`src/rtl/mem_stage_ctrl.sv`:
```
// ---------------------------------------------------------------------------
// mem_stage_ctrl
//
// Consumer side of the EX/MEM pipeline register. Resolves the branch select
// for IF, runs each load/store as a req/ack transaction on the data memory
// port, stalls the upstream pipeline while an access is in flight, and drives
// the registered MEM/WB outputs.
//
// Ports
//   CLK, RST_N                 clock (posedge), asynchronous active-low reset
//   RegWrite, MemtoReg,
//   MemWrite, Branch, zero     EX/MEM control bits (MemtoReg=1 load,
//                              MemWrite=1 store)
//   ALUOut, WriteData,
//   WriteReg, PCBranch         EX/MEM data: address/result, store data,
//                              destination register, branch target
//   PCSrc, PCBranchOut         take-branch select and branch target to IF
//   stall                      hold PC, IF/ID, ID/EX, EX/MEM
//   dmem_req/we/addr/wdata     registered data-memory request
//   dmem_rdata, dmem_ack       read data, one-cycle completion pulse
//   mem_err                    one-cycle pulse: misaligned access or timeout
//   wb_*                       MEM/WB register outputs
//
// Timing
//   Non-memory op       : 1 cycle, no stall.
//   Misaligned memop    : 1 cycle, no request, squashed write-back + mem_err.
//   Aligned memop       : IDLE (stall) -> REQ x N (stall) -> RESP (no stall);
//                         write-back lands on the RESP edge.
//   Every stalled edge writes a bubble into MEM/WB (RegWrite=MemtoReg=0).
// ---------------------------------------------------------------------------
module mem_stage_ctrl #(
  parameter int TIMEOUT = 16
) (
  input  logic        CLK,
  input  logic        RST_N,
  input  logic        RegWrite,
  input  logic        MemtoReg,
  input  logic        MemWrite,
  input  logic        Branch,
  input  logic        zero,
  input  logic [31:0] ALUOut,
  input  logic [31:0] WriteData,
  input  logic [4:0]  WriteReg,
  input  logic [31:0] PCBranch,
  output logic        PCSrc,
  output logic [31:0] PCBranchOut,
  output logic        stall,
  output logic        dmem_req,
  output logic        dmem_we,
  output logic [31:0] dmem_addr,
  output logic [31:0] dmem_wdata,
  input  logic [31:0] dmem_rdata,
  input  logic        dmem_ack,
  output logic        mem_err,
  output logic        wb_RegWrite,
  output logic        wb_MemtoReg,
  output logic [31:0] wb_ReadData,
  output logic [31:0] wb_ALUOut,
  output logic [4:0]  wb_WriteReg
);

  // Counter only has to reach TIMEOUT-1; keep at least one bit for TIMEOUT=1.
  localparam int              CNT_W    = (TIMEOUT > 1) ? $clog2(TIMEOUT) : 1;
  localparam logic [CNT_W-1:0] CNT_LAST = CNT_W'(TIMEOUT - 1);

  typedef enum logic [1:0] {
    IDLE = 2'd0,
    REQ  = 2'd1,
    RESP = 2'd2
  } state_t;

  state_t            state_reg, state_next;
  logic [CNT_W-1:0]  cnt_reg, cnt_next;
  logic              abort_reg, abort_next;
  logic [31:0]       rdata_reg, rdata_next;

  // Control fields of the instruction owning the access, captured at launch
  // so the write-back does not depend on upstream holding EX/MEM into RESP.
  logic              hold_regwrite_reg, hold_regwrite_next;
  logic              hold_memtoreg_reg, hold_memtoreg_next;
  logic [4:0]        hold_writereg_reg, hold_writereg_next;

  logic              req_reg, req_next;
  logic              we_reg, we_next;
  logic [31:0]       addr_reg, addr_next;
  logic [31:0]       wdata_reg, wdata_next;
  logic              err_reg, err_next;

  logic              wb_regwrite_reg, wb_regwrite_next;
  logic              wb_memtoreg_reg, wb_memtoreg_next;
  logic [31:0]       wb_readdata_reg, wb_readdata_next;
  logic [31:0]       wb_aluout_reg, wb_aluout_next;
  logic [4:0]        wb_writereg_reg, wb_writereg_next;

  logic              memop;
  logic              misal;

  assign memop = MemtoReg | MemWrite;
  assign misal = memop & (ALUOut[1:0] != 2'b00);

  // -------------------------------------------------------------------------
  // State register
  // -------------------------------------------------------------------------
  always_ff @(posedge CLK or negedge RST_N) begin
    if (!RST_N) begin
      state_reg         <= IDLE;
      cnt_reg           <= '0;
      abort_reg         <= 1'b0;
      rdata_reg         <= '0;
      hold_regwrite_reg <= 1'b0;
      hold_memtoreg_reg <= 1'b0;
      hold_writereg_reg <= '0;
      req_reg           <= 1'b0;
      we_reg            <= 1'b0;
      addr_reg          <= '0;
      wdata_reg         <= '0;
      err_reg           <= 1'b0;
      wb_regwrite_reg   <= 1'b0;
      wb_memtoreg_reg   <= 1'b0;
      wb_readdata_reg   <= '0;
      wb_aluout_reg     <= '0;
      wb_writereg_reg   <= '0;
    end else begin
      state_reg         <= state_next;
      cnt_reg           <= cnt_next;
      abort_reg         <= abort_next;
      rdata_reg         <= rdata_next;
      hold_regwrite_reg <= hold_regwrite_next;
      hold_memtoreg_reg <= hold_memtoreg_next;
      hold_writereg_reg <= hold_writereg_next;
      req_reg           <= req_next;
      we_reg            <= we_next;
      addr_reg          <= addr_next;
      wdata_reg         <= wdata_next;
      err_reg           <= err_next;
      wb_regwrite_reg   <= wb_regwrite_next;
      wb_memtoreg_reg   <= wb_memtoreg_next;
      wb_readdata_reg   <= wb_readdata_next;
      wb_aluout_reg     <= wb_aluout_next;
      wb_writereg_reg   <= wb_writereg_next;
    end
  end

  // -------------------------------------------------------------------------
  // Next-state and combinational outputs
  // -------------------------------------------------------------------------
  always_comb begin
    state_next         = state_reg;
    cnt_next           = cnt_reg;
    abort_next         = abort_reg;
    rdata_next         = rdata_reg;
    hold_regwrite_next = hold_regwrite_reg;
    hold_memtoreg_next = hold_memtoreg_reg;
    hold_writereg_next = hold_writereg_reg;
    req_next           = req_reg;
    we_next            = we_reg;
    addr_next          = addr_reg;
    wdata_next         = wdata_reg;
    err_next           = 1'b0;
    // Bubble by default: any edge that does not retire an instruction writes
    // RegWrite=MemtoReg=0 and leaves the data fields where they were.
    wb_regwrite_next   = 1'b0;
    wb_memtoreg_next   = 1'b0;
    wb_readdata_next   = wb_readdata_reg;
    wb_aluout_next     = wb_aluout_reg;
    wb_writereg_next   = wb_writereg_reg;
    stall              = 1'b0;
    PCSrc              = 1'b0;

    case (state_reg)
      IDLE: begin
        if (memop && !misal) begin
          // Launch the access; EX/MEM is frozen from this cycle on.
          stall              = 1'b1;
          state_next         = REQ;
          req_next           = 1'b1;
          we_next            = MemWrite;
          addr_next          = ALUOut;
          wdata_next         = WriteData;
          cnt_next           = '0;
          abort_next         = 1'b0;
          rdata_next         = '0;
          hold_regwrite_next = RegWrite;
          hold_memtoreg_next = MemtoReg;
          hold_writereg_next = WriteReg;
        end else begin
          // Plain op or misaligned memop retires this edge. A misaligned
          // access never reaches memory and its register write is squashed.
          wb_regwrite_next = RegWrite & ~misal;
          wb_memtoreg_next = MemtoReg;
          wb_readdata_next = '0;
          wb_aluout_next   = ALUOut;
          wb_writereg_next = WriteReg;
          err_next         = misal;
          // A memop that also claims Branch never redirects the PC.
          PCSrc            = Branch & zero & ~memop;
        end
      end

      REQ: begin
        stall = 1'b1;
        if (dmem_ack) begin
          rdata_next = we_reg ? 32'd0 : dmem_rdata;
          req_next   = 1'b0;
          state_next = RESP;
        end else if (cnt_reg == CNT_LAST) begin
          // TIMEOUT request cycles without an ack: give up on this access.
          req_next   = 1'b0;
          abort_next = 1'b1;
          state_next = RESP;
        end else begin
          cnt_next = cnt_reg + 1'b1;
        end
      end

      RESP: begin
        // Release the stall; the owning instruction retires on this edge.
        wb_regwrite_next = hold_regwrite_reg & ~abort_reg;
        wb_memtoreg_next = hold_memtoreg_reg;
        wb_readdata_next = rdata_reg;
        wb_aluout_next   = addr_reg;
        wb_writereg_next = hold_writereg_reg;
        err_next         = abort_reg;
        state_next       = IDLE;
      end

      default: begin
        state_next = IDLE;
      end
    endcase
  end

  // -------------------------------------------------------------------------
  // Output wiring
  // -------------------------------------------------------------------------
  assign PCBranchOut = PCBranch;
  assign dmem_req    = req_reg;
  assign dmem_we     = we_reg;
  assign dmem_addr   = addr_reg;
  assign dmem_wdata  = wdata_reg;
  assign mem_err     = err_reg;
  assign wb_RegWrite = wb_regwrite_reg;
  assign wb_MemtoReg = wb_memtoreg_reg;
  assign wb_ReadData = wb_readdata_reg;
  assign wb_ALUOut   = wb_aluout_reg;
  assign wb_WriteReg = wb_writereg_reg;

endmodule

```
`config.mk`:
```
export PLATFORM = sky130hd
export DESIGN_NAME = mem_stage_ctrl
export DESIGN_NICKNAME = d
export VERILOG_FILES = /design/src/rtl/mem_stage_ctrl.sv
export SDC_FILE = /design/constraint.sdc
export NUM_CORES = 1
export LEC_CHECK = 0
export CORE_UTILIZATION = 35
export DETAILED_ROUTE_END_ITERATION = 6
export HOLD_SLACK_MARGIN = 0.05
export PLACE_DENSITY = 0.77
export SETUP_SLACK_MARGIN = 0.15
export SKIP_CTS_REPAIR_TIMING = 1
export SLEW_MARGIN = 20
export SYNTH_ARGS = -nofsm -noshare
export SYNTH_HDL_FRONTEND = slang
export SYNTH_SLANG_ARGS = --single-unit
export TNS_END_PERCENT = 1
```
`constraint.sdc`:
```
create_clock -name CLK -period 2.27 [get_ports CLK]
set_input_delay 0.681 -clock CLK [delete_from_list [all_inputs] [get_ports CLK]]
set_output_delay 0.681 -clock CLK [all_outputs]
set_load 0.01 [all_outputs]
```
==> impl_summary.md <==
Logic synthesis
After Yosys synthesis, XOR and XNOR cells account for 0% of the synthesized area. The synthesized netlist devotes roughly 17% of its cell area to simple gates. The synthesized netlist devotes 10.2% of its cell area to compound gates. After synthesis the netlist holds a flip-flop and latch count of approximately 180. By area the synthesized netlist is led by sky130_fd_sc_hd__dfrtp_1 (61%), sky130_fd_sc_hd__nand2_1 (13%), sky130_fd_sc_hd__mux2i_1 (5.0%). By area, the combinational part of the netlist is dominated by simple AND/OR/NAND/NOR gates. The number of different library cells used by synthesis comes to 35. In this run the mean area of a mapped cell was 10.0 µm². The share of synthesized cell area in full adder, half adder and majority cells is less than 1%. Counting every net in the synthesized netlist gives 902.

Sequential cells were found to cover 60.6% of the synthesized design area. The leading area contributor after synthesis is sky130_fd_sc_hd__dfrtp_1. During synthesis, Yosys emitted a total of 0 warnings. In this run the biggest area consumer among cell types represents between 60% and 70% of the synthesized area. The post-synth design cell area is ~0.0076 mm². The share of cell area taken by muxes after synthesis is under 10%. After technology mapping, the gate count stands at 760.

Worst setup path
The startpoint identified for the worst register-to-register timing path is state_reg[1]$_DFFE_PN0P_. Tracing the worst setup path back leads to its startpoint at Branch. The critical path contains buffers and inverters numbering 2 combined.

The worst endpoint data arrival time is roughly 1.5 ns. The standard cell with the maximum stage delay on the critical path is sky130_fd_sc_hd__clkdlybuf4s50_1. The reg-to-reg setup timing slack is slightly above 0.5 ns.

The destination of the worst register-to-register timing path is wb_ALUOut[13]$_DFFE_PN0P_. In this run the number of cells on the critical path is 3. Walking the worst path, the cells encountered are clkdlybuf4s50_1 -> and4_4 -> buf_6. The nature of the critical path startpoint is a primary input. The peak fanout along the critical path is 1. The cell class contributing the biggest share of worst-path delay is buffers and inverters. Counting cells, the worst reg-to-reg path comes to 6. The capturing element of the worst setup path is PCSrc. By startpoint and endpoint, the worst setup path is classified as in2out.

STA classifies the critical path endpoint as an output port. In this design, the stage delay of the slowest critical-path cell is about 0.46 ns. The data required time at the worst endpoint is 1.59 ns.

Floorplanning
The core region is around 0.021 mm². The row count is 53. The die extent in y is ~150 µm. From left edge to right edge, the die measures between 100 and 150 µm. For this configuration, the core starts out at a cell density of 35.9%. The overall die area is 0.0223 mm². The count of boundary I/O pins is between 300 and 400.

STA
The slew at the pin closest to its max-slew limit is 0.467 ns. The setup skew after layout is between 0.01 and 0.015 ns. The number of hold-slack violations in the final timing report is 0. In this run the tightest slew margin relative to its limit is 68.9%.

The final worst setup slack is between 0.09 and 0.1 ns. The number of pins with negative max-slew slack in the final report is 0. Based on the critical path, the design can be clocked at up to 460 MHz. The final clock period utilization by the worst path is between 90% and 100%. Setup repair after global routing could not meet its margin everywhere. Setup violations remaining at the end of the flow were counted as 0. The post-route minimum period is 2.17 ns.

In the final timing run, aggregate negative setup slack is 0 ns.

Final layout
For this run, the post-layout net count is roughly 1100. The total area of sequential cells is between 0.004 and 0.005 mm². The footprint of the multi-input gates is between 0.002 and 0.003 mm².

The total of fill cells in the finished design is between 1500 and 2000. The repair_antennas step left the layout with diodes totalling 0. The area growth from synthesis to layout is 43.9%. The fraction of final layout cells with drive strength greater than 1 is 8.16%.

Routing
The top layer used by detailed routing is met4. The number of nets with antenna violations after detailed routing is 0. The total wirelength of the detailed-routed design is ~20 mm. The routed metal-1 wirelength is approximately 8.6 mm. After detailed routing, the number of vias per cell comes to around 4.8. The number of violations reported at the end of detailed-routing iteration 0 is between 200 and 300. The number of detailed-route iterations in the first pass is 5. The average wire length per cell after detail routing is approximately 16 µm. The detailed router placed just over 6000 vias in this run. The met2 wire length is 9.96 mm. The final routed DRC violation total is 0.

Wire segments on met3 add up to 1.01 mm in the final route.

Power
Summed over all cells, the static leakage comes to between 4 and 5 nW. Per report_power, the combinational group accounts for 25.8% of the total. The design draws ~9.7 mW. Across the VDD grid, the largest voltage drop is ~0.47 mV. For this design the total switching power over the nets is 2.90 mW. The cell internal power dissipation is roughly 6.8 mW.

For this design the ratio of total power to cell area is just under 900 mW/mm². Sequential cells account for a little over two fifths of the total power. Of the total power, the clock network draws 30.6%. The switching fraction of total power is between 20% and 30%.

Placement
The worst slack at placement is -0.639 ns. The HPWL after detailed placement is about 14 mm. Input and output buffers added on the ports amount to between 200 and 250. The global placement routability congestion is 0.780.

Global route
The global-route wire length before repair is ~31 mm. Entering global routing, the biggest net connects 79 pins. The global-route congestion overflow total is 0. The initial antenna violation count is 0. The via count of the first global-routing pass was roughly 6000. The total global routing track utilization is a little under a fifth.

Clocking
The TritonCTS clock tree is done. CTS built an H-tree with a depth of 4. The register clock-pin slew on the reported worst setup and hold paths is approximately 0.07 ns. TritonCTS created 17 clock buffers.

The clock root buffer is sky130_fd_sc_hd__clkbuf_16. Clock tree synthesis found a total of 184 sinks. The maximum clock path buffer count is 2. For the worst-skew pair, the clock arrives at the later sink with an insertion delay of 0.43 ns.

Worst hold path
The tightest min-delay check is of the in2async type.

Flow run
The number of max-capacitance violations reported is 0.

Outcome
The run finished with clean final reports.
-- power groups by stage --
| stage | clock network (mW) | logic, mW | registers [mW] |
|---|---|---|---|
| 6_report | 2.97 | 2.51 | 4.23 |
| 2_1_floorplan | 0 | 0.868 | 4.45 |
| 4_1_cts | 3.08 | 2.54 | 4.23 |
| 3_3_place_gp | 0 | 2.48 | 4.26 |
| 3_5_place_dp | 0 | 2.54 | 4.29 |
| 5_1_grt | 3.20 | 2.74 | 4.30 |
-- synth_stat cells --
| cell type | n |
|---|---|
| sky130_fd_sc_hd__a21oi_1 | 39 |
| sky130_fd_sc_hd__a21oi_2 | 3 |
| sky130_fd_sc_hd__a22o_1 | 33 |
| sky130_fd_sc_hd__a31o_2 | 1 |
| sky130_fd_sc_hd__a31oi_2 | 1 |
| sky130_fd_sc_hd__a32oi_4 | 1 |
| sky130_fd_sc_hd__and2_1 | 3 |
| sky130_fd_sc_hd__and3_1 | 1 |
| sky130_fd_sc_hd__and4_1 | 1 |
| sky130_fd_sc_hd__buf_2 | 32 |
| sky130_fd_sc_hd__buf_4 | 36 |
| sky130_fd_sc_hd__buf_6 | 2 |
| sky130_fd_sc_hd__clkbuf_1 | 7 |
| sky130_fd_sc_hd__dfrtp_1 | 184 |
| sky130_fd_sc_hd__ha_1 | 1 |
| sky130_fd_sc_hd__inv_1 | 2 |
| sky130_fd_sc_hd__mux2_2 | 2 |
| sky130_fd_sc_hd__mux2i_1 | 38 |
| sky130_fd_sc_hd__nand2_1 | 270 |
| sky130_fd_sc_hd__nand2b_1 | 1 |
| sky130_fd_sc_hd__nand3_1 | 5 |
| sky130_fd_sc_hd__nand3b_1 | 1 |
| sky130_fd_sc_hd__nor2_1 | 48 |
| sky130_fd_sc_hd__nor2_2 | 2 |
| sky130_fd_sc_hd__nor2b_1 | 1 |
| sky130_fd_sc_hd__nor3_1 | 3 |
| sky130_fd_sc_hd__nor3b_1 | 1 |
| sky130_fd_sc_hd__o21ai_0 | 22 |
| sky130_fd_sc_hd__o21ai_1 | 13 |
| sky130_fd_sc_hd__o21bai_2 | 1 |
| sky130_fd_sc_hd__o22ai_1 | 1 |
| sky130_fd_sc_hd__o2bb2ai_1 | 1 |
| sky130_fd_sc_hd__o311ai_0 | 1 |
| sky130_fd_sc_hd__o31ai_1 | 1 |
| sky130_fd_sc_hd__or2_1 | 1 |
-- per-stage QoR --
stage	hold WS, ns	util (%)	std cells	area, µm²
after detailed placement	0.462	48.8	1236	10300
final	0.136	51.7	1268	10900
after floorplan	0.385	-	760	7600
after CTS	0.138	51.6	1268	10900
after global placement	0.457	48.8	1236	10300
after global routing	0.127	51.7	1268	10900
-- how the worst min path moves through the flow --
| stage | endpoint | cells after the start |
|---|---|---|
| after CTS | wb_ReadData[17]$_DFFE_PN0P_ | 1 |
| after floorplan | abort_reg$_DFFE_PN0P_ | 0 |
| final | wb_ReadData[17]$_DFFE_PN0P_ | 1 |
| after global placement | dmem_wdata[8]$_DFFE_PN0P_ | 2 |
| after global routing | wb_ReadData[17]$_DFFE_PN0P_ | 1 |
| after detailed placement | dmem_wdata[15]$_DFFE_PN0P_ | 2 |
-- cell type report --
cell class / count / area share [%]
clock inverter: 13 / 1.42
inverter: 2 / 0.0687
tap: 275 / 3.15
sequential: 184 / 42.1
clock buffer: 19 / 4.05
multi-input combinational: 497 / 23.2
timing repair buffer: 278 / 26.0
-- routing by layer --
metal	global-route usage, %	vias to the layer above
met2	31.1	191
li1	-	2895
met4	6.53	0
met3	4.53	34
met1	22.3	2938
met5	0	-
-- layout by cell type (no fill, tap or decap), types with 2 or more instances in the layout --
cell                              Yosys  final
sky130_fd_sc_hd__a21oi_1             39     38
sky130_fd_sc_hd__a21oi_2              3      4
sky130_fd_sc_hd__a22o_1              33     33
sky130_fd_sc_hd__and2_1               3      3
sky130_fd_sc_hd__buf_12               0     10
sky130_fd_sc_hd__buf_4               36     20
sky130_fd_sc_hd__clkbuf_16            0     17
sky130_fd_sc_hd__clkbuf_8             0      2
sky130_fd_sc_hd__clkdlybuf4s50_1      0    240
sky130_fd_sc_hd__clkinv_4             0      4
sky130_fd_sc_hd__clkinv_8             0      2
sky130_fd_sc_hd__dfrtp_1            184    184
sky130_fd_sc_hd__dlymetal6s2s_1       0      4
sky130_fd_sc_hd__inv_1                2      2
sky130_fd_sc_hd__inv_6                0      4
sky130_fd_sc_hd__inv_8                0      2
sky130_fd_sc_hd__mux2_2               2      2
sky130_fd_sc_hd__mux2i_1             38     38
sky130_fd_sc_hd__nand2_1            270    270
sky130_fd_sc_hd__nand3_1              5      4
sky130_fd_sc_hd__nor2_1              48     47
sky130_fd_sc_hd__nor2_4               0      2
sky130_fd_sc_hd__nor3_1               3      3
sky130_fd_sc_hd__o21ai_0             22     22
sky130_fd_sc_hd__o21ai_1             13     13
-- worst register-to-register path, delay by kind of cell (launching register included) --
family	cells	cell delay, ns
buf+inv	3	0.72
simple gates	1	0.16
mux	1	0.32
compound gates	1	0.10
flops	1	0.35
-- cells by family after synthesis --
| group | Yosys count |
|---|---|
| simple gates | 338 |
| fa+ha+maj | 1 |
| flops | 184 |
| buf+inv | 79 |
| compound gates | 118 |
| mux | 40 |
No activity file was read; power rests on OpenSTA's default activity.
